$ cat config.mk
export PLATFORM = sky130hd
export DESIGN_NAME = fetch_unit
export DESIGN_NICKNAME = d
export VERILOG_FILES = /design/src/rtl/core_pkg.sv /design/src/rtl/fetch_unit.sv
export SDC_FILE = /design/constraint.sdc
export NUM_CORES = 1
export LEC_CHECK = 0
export CAP_MARGIN = 0
export CORE_MARGIN = 4
export CORE_UTILIZATION = 35
export CTS_CLUSTER_SIZE = 12
export DETAILED_ROUTE_END_ITERATION = 10
export PLACE_DENSITY = 0.67
export SYNTH_ARGS = -nofsm -noshare
export SYNTH_HDL_FRONTEND = slang
export SYNTH_SLANG_ARGS = --single-unit
$ cat constraint.sdc
create_clock -name clk -period 5.68 [get_ports clk]
set_input_delay 0.568 -clock clk [delete_from_list [all_inputs] [get_ports clk]]
set_output_delay 0.568 -clock clk [all_outputs]
set_load 0.05 [all_outputs]
$ cat src/rtl/core_pkg.sv
// Shared core definitions: branch opcodes, fetch FSM states and the
// architectural NOP used to fill empty pipeline slots.
package core_pkg;

  typedef enum logic [2:0] {
    BR_NONE,
    BR_EQ,
    BR_NE,
    BR_LT,
    BR_GE,
    BR_LTU,
    BR_GEU,
    BR_JAL
  } br_op_t;

  typedef enum logic [1:0] {
    IDLE,
    REQ,
    WAIT,
    HOLD
  } fetch_state_t;

  // addi x0, x0, 0
  localparam logic [31:0] RESET_NOP_DEFAULT = 32'h0000_0013;

endpackage

$ cat src/rtl/fetch_unit.sv
// Single-outstanding instruction fetch stage between the branch unit and decode.
// Optional misaligned-PC fault handling is enabled by FETCH_MISALIGN_CHK_EN.
module fetch_unit
  import core_pkg::*;
#(
  parameter logic [31:0] RESET_NOP = RESET_NOP_DEFAULT
) (
  input  logic        clk,
  input  logic        rst,
  input  logic [31:0] pc,
  output logic        fetch_stall,
  output logic        imem_req_valid,
  input  logic        imem_req_ready,
  output logic [31:0] imem_req_addr,
  input  logic        imem_rsp_valid,
  input  logic [31:0] imem_rsp_data,
  output logic        instr_valid,
  output logic [31:0] instr,
  output logic [31:0] instr_pc,
  input  logic        decode_ready,
  output logic        fetch_fault
);

  fetch_state_t r_state;
  fetch_state_t w_state_nxt;

  logic [31:0] r_req_addr;
  logic [31:0] r_instr;
  logic [31:0] r_instr_pc;
  logic        w_misalign;
  logic [31:0] w_addr;
  logic        w_rsp_match;

`ifdef FETCH_MISALIGN_CHK_EN
  assign w_misalign = (pc[1:0] != 2'b00);
  assign w_addr     = pc;
`else
  assign w_misalign = 1'b0;
  assign w_addr     = {pc[31:2], 2'b00};
`endif

  assign w_rsp_match = (r_req_addr == pc);

  always_ff @(posedge clk or posedge rst) begin
    if (rst) begin
      r_state <= IDLE;
    end else begin
      r_state <= w_state_nxt;
    end
  end

  always_comb begin
    w_state_nxt = r_state;
    unique case (r_state)
      IDLE: w_state_nxt = REQ;
      REQ: begin
        if (w_misalign) begin
          w_state_nxt = HOLD;
        end else if (imem_req_ready) begin
          w_state_nxt = WAIT;
        end
      end
      WAIT: begin
        // A response for a stale PC is dropped and the live PC refetched.
        if (imem_rsp_valid) begin
          w_state_nxt = w_rsp_match ? HOLD : REQ;
        end
      end
      HOLD: begin
        if (decode_ready) begin
          w_state_nxt = REQ;
        end
      end
      default: w_state_nxt = IDLE;
    endcase
  end

  // Datapath registers carry no reset; every use is qualified by r_state.
  always_ff @(posedge clk) begin
    if (r_state == REQ && w_misalign) begin
      r_instr    <= RESET_NOP;
      r_instr_pc <= pc;
    end else if (r_state == REQ && imem_req_ready) begin
      r_req_addr <= pc;
    end else if (r_state == WAIT && imem_rsp_valid && w_rsp_match) begin
      r_instr    <= imem_rsp_data;
      r_instr_pc <= r_req_addr;
    end
  end

`ifdef FETCH_MISALIGN_CHK_EN
  logic r_fault;

  always_ff @(posedge clk or posedge rst) begin
    if (rst) begin
      r_fault <= 1'b0;
    end else if (r_state == REQ && w_misalign) begin
      r_fault <= 1'b1;
    end else if (r_state == HOLD && decode_ready) begin
      r_fault <= 1'b0;
    end
  end

  assign fetch_fault = r_fault;
`else
  assign fetch_fault = 1'b0;
`endif

  assign imem_req_valid = (r_state == REQ) && !w_misalign;
  assign imem_req_addr  = imem_req_valid ? w_addr : 32'h0000_0000;
  assign instr_valid    = (r_state == HOLD);
  assign instr          = instr_valid ? r_instr : RESET_NOP;
  assign instr_pc       = instr_valid ? r_instr_pc : 32'h0000_0000;
  assign fetch_stall    = !((r_state == HOLD) && decode_ready);

endmodule
==> qor.csv, run 1 <==
stage,metric,value,unit
setup_path,crit_type,flip-flop to output port,
placed_design,placed_area,0.00593,mm2
pwr,power_density,482,mW/mm2
placed_design,portBuffers,165,
routing,avgRoutedWirePerCell,15.4,um
timing,fmax,306,MHz
routing,vias,2689,
pwr,clkPwrFrac,19.8,%
finish,n_antenna_cell,0,
routing,drt-initial-drc-count,107,
routing,wl,9.17,mm
finish,area_delta_synth_final,50.8,%
timing,finalHoldViolations,0,
global_route,grt_pass1_wl,14.0,mm
die,die_h,117,um
pwr,switching_share,42.9,%
logic_synthesis,synth_top_flop_cell,edfxtp_1,
finish,final_cell_count_no_fill,596,
placed_design,dp_cells,580,
timing,tightestPinTransition,0.972,ns
die,core,0.0115,mm2
min_path,min_path_type,input port to async pin,
clock_tree,cts_inserted_buffers,9,
routing,post_drt_via_cell_ratio,4.51,
clock_tree,cts_hold_buf,0,
setup_path,end_kind,output port,
clock_tree,clkSlewWorstSetupHoldPaths,0.07,ns
finish,stdcell_area,0.00623,mm2
logic_synthesis,netlist_area,0.00413,mm2
pwr,intPower,1.72,mW
die,initial_core_util,36.0,%
pwr,ir_worst_vdd,0.322,mV
timing,finalSetupViolations,0,
die,rows,39,
setup_path,crit_chain,ha_2 -> and2_1 -> clkdlybuf4s50_1,
global_route,grt_pass1_vias,2756,
timing,rsz0062_at_grt,no,
clock_tree,clk_latency,0.33,ns
clock_tree,clockRootBuffer,clkbuf_16,
setup_path,path_buf_inv,1,
pwr,seqPwrFrac,30.2,%
finish,n_fill_cell,975,
timing,final.period_utilization,57.5,%
setup_path,arrival,2.70,ns
pwr,p_leak,2.13,nW
logic_synthesis,avgSynthCellArea,14.7,um2
pwr,switchingPower,1.29,mW
clock_tree,cts_tree,yes,
logic_synthesis,ys.warnings.count,0,
global_route,grt_busiest_layer,met2,
global_route,grt_start_max_net_pins,68,
setup_path,cp_max_fo,67,
finish,fin_nets,521,
global_route,track_usage,13.3,%
clock_tree,cts.repair_timing.setup_buffer_count,0,
timing,drv_slew,0,
placed_design,dp_hpwl,6.70,mm
finish,drive_gt1_share,4.64,%
placed_design,place.gp.congestion,0.788,
timing,min_period,3.27,ns
routing,route.detailed.drc,0,
logic_synthesis,postSynth.asyncResetShare,2.04,%
global_route,met3_usage,3.73,%
logic_synthesis,synth-seq-area-share,71.0,%
pwr,comb_power_share,50.0,%
setup_path,cp_slowest_cell,ha_2,
global_route,grt_util_met1,17.3,%
die,fp.dieW,117,um
logic_synthesis,synth_cells,281,
global_route,met2_usage,21.8,%
run_status,status,"complete, no violations",
global_route,antenna_found_initial,0,
timing,tns,0,ns
logic_synthesis,synth_cell_types,31,
clock_tree,clk_path_buf_depth,2,
routing,firstDrtPassIters,4,
setup_path,max_stage_delay,0.86,ns
clock_tree,clock_sinks,98,
global_route,grt_overflow,0,
setup_path,critPathTopFamily,adder cells,
routing,ant_nets,0,
die,io_pins,169,
clock_tree,ctsResizeCount,0,
logic_synthesis,synth_edf_count,96,
logic_synthesis,ys_seq_elements,98,
clock_tree,ctsHtreeMaxLevel,3,
timing,clock_skew,0.00620,ns
timing,relSlewSlack,35.2,%
flow_run,cap_viol_max_count,0,
setup_path,start_kind,flip-flop,
setup_path,worstPathRequired,5.11,ns
die,die_area,0.0136,mm2
[worst paths after layout]
kind,cells past startpoint,slack (ns),from,endpoint
worst min-delay path,2,0.40,rst,r_state[1]
worst max-delay path,3,2.41,r_state[0],instr_pc[31]
max in group asynchronous,2,5.17,rst,r_state[0]
worst max register to register,6,2.56,r_state[0],r_instr_pc[0]
worst min register to register,0,0.47,r_req_addr[10],r_instr_pc[10]
min in group clk,0,0.47,r_req_addr[10],r_instr_pc[10]
[worst register-to-register path, stage by stage (launching register included)]
cell,delay [ns]
dfrtp_1,0.43
ha_1,0.54
and2_1,0.30
nor2_1,0.13
nand3_1,0.14
nor2_4,0.74
buf_4,0.50
[layer usage]
metal	up-vias	part of all wire (%)
li1	1295	-
met1	1262	42
met2	123	48
met3	9	8.8
met4	0	0.89
met5	-	0
[power by group through the flow]
stage	registers, mW	logic [mW]	clock network (mW)
final	0.907	1.50	0.595
after global routing	0.914	1.59	0.646
after CTS	0.907	1.52	0.612
after detailed placement	0.923	1.52	0
after global placement	0.920	1.51	0
after floorplan	0.913	1.01	0
[synth_stat cells (2+ instances only)]
cell type,number,area [um2]
nand4_1,5,31.3
nor2_1,4,15.0
buf_4,3,22.5
o21ai_0,2,10.0
xor2_1,2,17.5
a2111o_1,2,22.5
edfxtp_1,96,2880
nand2b_1,5,31.3
nand2_1,2,7.51
dfrtp_1,2,50.1
nor2b_1,3,18.8
xnor2_1,23,201
and2_1,92,576
ha_1,4,50.1
nand3_1,2,10.0
inv_1,10,37.5
clkbuf_1,10,37.5
[through the flow]
step | power, mW | hold slack, ns | util, % | worst slack, ns
2_1_floorplan | 1.92 | 0.309 | - | 0.787
3_3_place_gp | 2.43 | 0.435 | 51.7 | 2.12
3_5_place_dp | 2.44 | 0.458 | 51.7 | 2.06
4_1_cts | 3.04 | 0.387 | 54.3 | 2.32
5_1_grt | 3.15 | 0.403 | 54.3 | 2.14
6_report | 3.00 | 0.397 | 54.3 | 2.41
[layout make-up]
type	instances	area [um2]	share of cell area, %
clock buffers	10	229	3.68
clock inverters	6	66.3	1.06
inverters	10	37.5	0.603
multi-input cells	162	1120	17.9
flip-flops and latches	98	2930	47.1
well taps	143	179	2.87
repair buffers	167	1670	26.8
[cell usage in the layout (no fill, tap or decap), types with 3 or more instances in the layout]
cell type        synthesis  routed
clkbuf_16                0       9
nor2b_1                  3       3
clkdlybuf4s50_1          0     165
inv_1                   10      10
conb_1                   1       3
xnor2_1                 23      23
nand4_1                  5       5
ha_1                     4       3
nor2_1                   4       3
edfxtp_1                96      96
and2_1                  92      92
nand2b_1                 5       5
[sequential cells by signal, indices dropped and copies added (netlist names)]
register / count
r_instr: 32
r_instr_pc: 32
r_req_addr: 32
r_state: 2
[cells by family after synthesis]
| group | synth area share [%] |
|---|---|
| AO/OA/AOI/OAI | 1.70 |
| XOR/XNOR | 5.30 |
| adder cells (fa/ha/maj) | 1.21 |
| buffers and inverters | 2.36 |
| flip-flops | 71.0 |
| other | 0.0908 |
| AND/OR/NAND/NOR | 18.3 |
Note: power is estimated with default switching activity, not from simulation.
==> run 2: changes to the inputs <==
--- a/config.mk
+++ b/config.mk
@@ -10,7 +10,7 @@
 export CORE_UTILIZATION = 35
 export CTS_CLUSTER_SIZE = 12
 export DETAILED_ROUTE_END_ITERATION = 10
-export PLACE_DENSITY = 0.67
+export PLACE_DENSITY = 0.7
 export SYNTH_ARGS = -nofsm -noshare
 export SYNTH_HDL_FRONTEND = slang
 export SYNTH_SLANG_ARGS = --single-unit
==> constraint.sdc (replaced) <==
create_clock -name clk -period 3 [get_ports clk]
set_input_delay 0.3 -clock clk [delete_from_list [all_inputs] [get_ports clk]]
set_output_delay 0.3 -clock clk [all_outputs]
set_load 0.05 [all_outputs]
==> run 2 against run 1 <==
  * Design area is 0.34% higher
  * Critical path depth up 1
  * Combinational power up 90%
==> qor.csv, run 2 (synthesis results as in run 1) <==
stage,metric,value,unit,change
finish,register_area,0.00293,mm2,unchanged
global_route,grt_start_max_net_pins,67,,-1.5%
clock_tree,ctsHtreeMaxLevel,3,,unchanged
setup_path,crit_chain,inv_1 -> ha_2 -> and2_1 -> clkdlybuf4s50_1,,
die,core,0.0115,mm2,unchanged
die,rows,39,,unchanged
placed_design,portBuffers,165,,unchanged
min_path,min_path_type,input port to async pin,,
timing,relSlewSlack,61.4,%,+26 points
finish,drive_gt1_share,7.69,%,+3.1 points
setup_path,critPathTopFamily,buffers and inverters,,
routing,ant_nets,0,,unchanged
timing,rsz0062_at_grt,no,,
timing,drv_slew,0,,unchanged
die,die_area,0.0136,mm2,unchanged
setup_path,rr_worst_depth,7,,+1
setup_path,crit_cells,4,,+1
routing,vias,2690,,+0.037%
clock_tree,cts.repair_timing.setup_buffer_count,0,,unchanged
timing,min_period,2.73,ns,
clock_tree,ctsResizeCount,2,,+2
die,initial_core_util,36.0,%,unchanged
placed_design,place.gp.congestion,0.727,,-7.8%
global_route,grt_overflow,0,,unchanged
pwr,switching_share,42.8,%,-0.092 points
clock_tree,clk_latency,0.34,ns,about the same
die,die_h,117,um,unchanged
finish,post-route-util,54.5,%,+0.19 points
placed_design,place_ws,0.300,ns,-1.76 ns
timing,tightestPinTransition,0.579,ns,-0.394 ns
global_route,grt_pass1_vias,2734,,-0.80%
placed_design,dp_hpwl,6.65,mm,-0.76%
timing,hold_ws,0.126,ns,-0.271 ns
pwr,intPower,3.25,mW,+90%
finish,n_fill_cell,972,,-0.31%
global_route,track_usage,13.6,%,+0.22 points
setup_path,cp_max_fo,34,,-49%
clock_tree,clk_path_buf_depth,2,,unchanged
routing,route.detailed.drc,0,,unchanged
routing,firstDrtPassIters,5,,+1
finish,largestRegisters,"r_instr: 32 flops, r_instr_pc: 32 flops, r_req_addr: 32 flops",,
finish,n_antenna_cell,0,,unchanged
die,io_pins,169,,unchanged
clock_tree,clkSlewWorstSetupHoldPaths,0.06,ns,about the same
pwr,power_density,909,mW/mm2,+89%
setup_path,cp_slowest_cell,clkdlybuf4s50_1,,
clock_tree,cts_inserted_buffers,9,,unchanged
global_route,antenna_found_initial,0,,unchanged
pwr,ir_worst_vdd,0.579,mV,+80%
timing,clock_skew,0.00890,ns,+0.00271 ns
routing,avgRoutedWirePerCell,15.3,um,-0.44%
run_status,status,"complete, no violations",,
finish,fin_nets,523,,+0.38%
finish,final_cell_mix,"155 x clkdlybuf4s50_1, 96 x edfxtp_1, 91 x and2_1",,
setup_path,arrival,2.43,ns,-0.27 ns
pwr,p_leak,2.16,nW,+1.6%
setup_path,r2r_slack,0.73,ns,-1.83 ns
die,fp.dieW,117,um,unchanged
pwr,comb_power_share,50.1,%,about the same
global_route,grt_pass1_wl,14.0,mm,+0.34%
flow_run,cap_viol_max_count,0,,unchanged
setup_path,path_buf_inv,2,,+1
routing,post_drt_via_cell_ratio,4.50,,-0.30%
timing,fmax,366,MHz,
finish,multi_input_area,0.00113,mm2,+1.2%
timing,final.period_utilization,91.0,%,
finish,area_delta_synth_final,51.3,%,
setup_path,worstPathRequired,2.70,ns,-2.41 ns
clock_tree,clock_sinks,98,,unchanged
setup_path,start_kind,flip-flop,,
pwr,switchingPower,2.43,mW,+89%
timing,finalHoldViolations,0,,unchanged
pwr,seqPwrFrac,30.3,%,about the same
finish,layout_commonest_cell,clkdlybuf4s50_1,,
clock_tree,clockRootBuffer,clkbuf_16,,
timing,tns,0,ns,unchanged
clock_tree,cts_hold_buf,0,,unchanged
timing,finalSetupViolations,0,,unchanged
setup_path,crit_type,flip-flop to output port,,
routing,wl,9.16,mm,-0.11%
setup_path,max_stage_delay,0.81,ns,-0.05 ns
timing,setup_slack,0.271,ns,-2.14 ns
pwr,fin_total_pwr,5.68,mW,+89%
clock_tree,cts_tree,yes,,
setup_path,end_kind,output port,,
pwr,clkPwrFrac,19.6,%,-0.2 points
routing,drt-initial-drc-count,138,,+29%
[run 2: worst reg2reg max path, cell delays in order (launching register included)]
cell and delay, ns:
dfrtp_1 0.42, inv_1 0.09, ha_2 0.36, and2_2 0.27
nor2_1 0.10, nand3_1 0.13, nor2_4 0.32, buf_12 0.26
[run 2: power groups by stage]
stage	Combinational [mW]	Clock [mW]	Sequential (mW)
floorplan	1.92	0	1.73
global placement	2.85	0	1.74
detailed placement	2.87	0	1.75
CTS	2.89	1.15	1.72
global route	3.01	1.20	1.74
finish	2.85	1.12	1.72
[run 2: final timing paths]
path                                 from                 to
setup reg to reg               r_state[1]         r_instr[1]
max in group asynchronous             rst         r_state[1]
setup / recovery               r_state[1]  imem_req_addr[22]
min in group clk           r_req_addr[10]     r_instr_pc[10]
hold / removal                        rst         r_state[0]
hold reg to reg            r_req_addr[10]     r_instr_pc[10]
[run 2: metal layers]
layer | global-route usage (%) | vias up | share of wire, % | wire [um]
met5 | 0 | - | 0 | 0
met4 | 5.05 | 0 | 1.4 | 127
met3 | 3.37 | 11 | 8.4 | 772
met2 | 21.7 | 120 | 46 | 4190
met1 | 17.9 | 1256 | 44 | 4070
li1 | - | 1303 | - | -
[run 2: metrics by stage]
step,instances,area [um2]
2_1_floorplan,283,4150
3_3_place_gp,582,5950
3_5_place_dp,582,5950
5_1_grt,598,6250
4_1_cts,598,6250
6_report,598,6250
[run 2: layout make-up]
| class | instances | share of cell area, % |
|---|---|---|
| multi-input combinational | 162 | 18.1 |
| inverter | 10 | 0.601 |
| tap | 143 | 2.86 |
| clock buffer | 11 | 3.72 |
| timing repair buffer | 169 | 26.9 |
| sequential | 98 | 46.9 |
| clock inverter | 5 | 0.881 |
==> run 3: changes to the inputs <==
--- a/config.mk
+++ b/config.mk
@@ -10,7 +10,7 @@
 export CORE_UTILIZATION = 35
 export CTS_CLUSTER_SIZE = 12
 export DETAILED_ROUTE_END_ITERATION = 10
-export PLACE_DENSITY = 0.7
+export PLACE_DENSITY = 0.67
 export SYNTH_ARGS = -nofsm -noshare
 export SYNTH_HDL_FRONTEND = slang
 export SYNTH_SLANG_ARGS = --single-unit
==> constraint.sdc (replaced) <==
create_clock -name clk -period 3.4 [get_ports clk]
set_input_delay 0.34 -clock clk [delete_from_list [all_inputs] [get_ports clk]]
set_output_delay 0.34 -clock clk [all_outputs]
set_load 0.05 [all_outputs]
==> run 3 against run 2 <==
  * Final cell count decreased by 0.17%
  * Critical path depth unchanged
  * Non-clock buffer count decreased by 1
  * Routed wire length increased by 3.4%
==> qor.csv, run 3 (synthesis results as in run 1) <==
stage,metric,value,unit,change
run_status,status,"complete, no violations",,
setup_path,worstReg2RegEnd,r_instr[25],,
timing,finalSetupViolations,0,,unchanged
global_route,grt_overflow,0,,unchanged
placed_design,dp_hpwl,6.88,mm,+3.6%
setup_path,end_kind,output port,,
timing,final.period_utilization,91.9,%,
die,initial_core_util,36.0,%,unchanged
min_path,min_path_type,input port to async pin,,
timing,tightestPinTransition,1.02,ns,+0.441 ns
global_route,grt_pass1_wl,14.5,mm,+3.5%
setup_path,path_buf_inv,2,,unchanged
global_route,track_usage,14.2,%,+0.65 points
clock_tree,clock_sinks,98,,unchanged
routing,route.detailed.drc,0,,unchanged
setup_path,cp_max_fo,34,,unchanged
clock_tree,cts_tree,yes,,
setup_path,cp_slowest_cell,ha_1,,
die,core,0.0115,mm2,unchanged
pwr,power_density,804,mW/mm2,-12%
setup_path,start_kind,flip-flop,,
pwr,ir_worst_vdd,0.469,mV,-19%
global_route,grt_pass1_vias,2722,,-0.44%
finish,final_cell_mix,"165 x clkdlybuf4s50_1, 96 x edfxtp_1, 91 x and2_1",,
global_route,grt_util_met1,18.3,%,+0.42 points
die,die_h,117,um,unchanged
setup_path,arrival,2.78,ns,+0.35 ns
setup_path,worstPathRequired,3.06,ns,+0.36 ns
timing,clock_skew,0.00659,ns,-0.00231 ns
pwr,p_leak,2.13,nW,-1.4%
finish,largestRegisters,"r_instr: 32 flops, r_instr_pc: 32 flops, r_req_addr: 32 flops",,
routing,drt-initial-drc-count,110,,-20%
clock_tree,cts.repair_timing.setup_buffer_count,0,,unchanged
setup_path,crit_type,flip-flop to output port,,
clock_tree,cts_hold_buf,0,,unchanged
timing,rsz0062_at_grt,no,,
timing,fmax,320,MHz,
finish,area_delta_synth_final,50.8,%,
placed_design,dp_cells,581,,-0.17%
setup_path,rr_worst_depth,6,,-1
finish,final_cell_count_no_fill,597,,-0.17%
finish,stdcell_area,0.00623,mm2,-0.34%
routing,firstDrtPassIters,4,,-1
global_route,antenna_found_initial,0,,unchanged
clock_tree,clk_latency,0.33,ns,about the same
clock_tree,clockRootBuffer,clkbuf_16,,
clock_tree,clk_path_buf_depth,2,,unchanged
timing,tns,0,ns,unchanged
die,die_area,0.0136,mm2,unchanged
setup_path,crit_chain,inv_1 -> ha_1 -> and2_1 -> clkdlybuf4s50_1,,
routing,post_drt_via_cell_ratio,4.49,,-0.13%
clock_tree,clkSlewWorstSetupHoldPaths,0.07,ns,about the same
placed_design,portBuffers,165,,unchanged
routing,wl,9.47,mm,+3.4%
timing,relSlewSlack,32.0,%,-29 points
clock_tree,ctsHtreeMaxLevel,3,,unchanged
routing,ant_nets,0,,unchanged
global_route,grt_start_max_net_pins,68,,+1.5%
routing,avgRoutedWirePerCell,15.9,um,+3.5%
setup_path,r2r_slack,0.84,ns,+0.11 ns
clock_tree,cts_inserted_buffers,9,,unchanged
timing,drv_slew,0,,unchanged
finish,fin_nets,522,,-0.19%
finish,n_antenna_cell,0,,unchanged
finish,layout_commonest_cell,clkdlybuf4s50_1,,
global_route,met3_usage,3.58,%,+0.21 points
die,rows,39,,unchanged
timing,min_period,3.12,ns,
global_route,grt_busiest_layer,met2,,
clock_tree,ctsResizeCount,0,,-2
setup_path,critPathTopFamily,buffers and inverters,,
global_route,met2_usage,23.1,%,+1.4 points
placed_design,placed_area,0.00594,mm2,-0.13%
pwr,fin_total_pwr,5.01,mW,-12%
finish,n_fill_cell,1009,,+3.8%
setup_path,worst_r2r_startpoint,r_state[0],,
die,io_pins,169,,unchanged
placed_design,place.gp.congestion,0.758,,+4.3%
routing,vias,2682,,-0.30%
setup_path,max_stage_delay,0.83,ns,+0.02 ns
timing,finalHoldViolations,0,,unchanged
finish,drive_gt1_share,4.85,%,-2.8 points
die,fp.dieW,117,um,unchanged
flow_run,cap_viol_max_count,0,,unchanged
==> run 3: worst reg2reg max path: stages, from the launching register on <==
cell	delay (ns)
dfrtp_1	0.43
ha_1	0.59
and2_2	0.36
nor2_1	0.11
nand3_1	0.14
nor2_4	0.11
buf_4	0.43
==> run 3: power breakdown <==
part           switching, mW  leakage (nW)  internal (mW)
Sequential            0.0615         0.896           1.46
Clock                  0.409         0.134          0.564
Combinational           1.68          1.10          0.842
==> run 3: metrics by stage <==
step	worst slack, ns	util (%)	hold slack (ns)
6_report	0.275	54.3	0.163
5_1_grt	0.0538	54.3	0.158
4_1_cts	0.172	54.3	0.144
3_5_place_dp	0.552	51.8	0.456
3_3_place_gp	0.640	51.8	0.440
2_1_floorplan	0.260	-	0.0812
==> run 3: cell type report <==
type	instances	area, um2	area share [%]
Tap cell	143	179	2.87
Clock inverter	6	57.6	0.924
Sequential cell	98	2930	47.1
Timing Repair Buffer	168	1670	26.9
Clock buffer	10	229	3.68
Multi-Input combinational cell	162	1120	18.0
Inverter	10	37.5	0.603
==> run 3: how the worst max path moves through the flow <==
stage / from / endpoint / cells past startpoint
after floorplan: r_state[0] / r_instr[0] / 5
after global placement: r_state[0] / instr_pc[31] / 3
after detailed placement: r_state[1] / imem_req_addr[19] / 4
after CTS: r_state[1] / imem_req_addr[19] / 4
after global routing: r_state[1] / imem_req_addr[19] / 4
final: r_state[1] / imem_req_addr[19] / 4
==> run 3: routing by layer <==
| layer | wire, um | vias to the layer above |
|---|---|---|
| li1 | - | 1305 |
| met1 | 3970 | 1251 |
| met2 | 4540 | 114 |
| met3 | 814 | 12 |
| met4 | 139 | 0 |
| met5 | 0 | - |
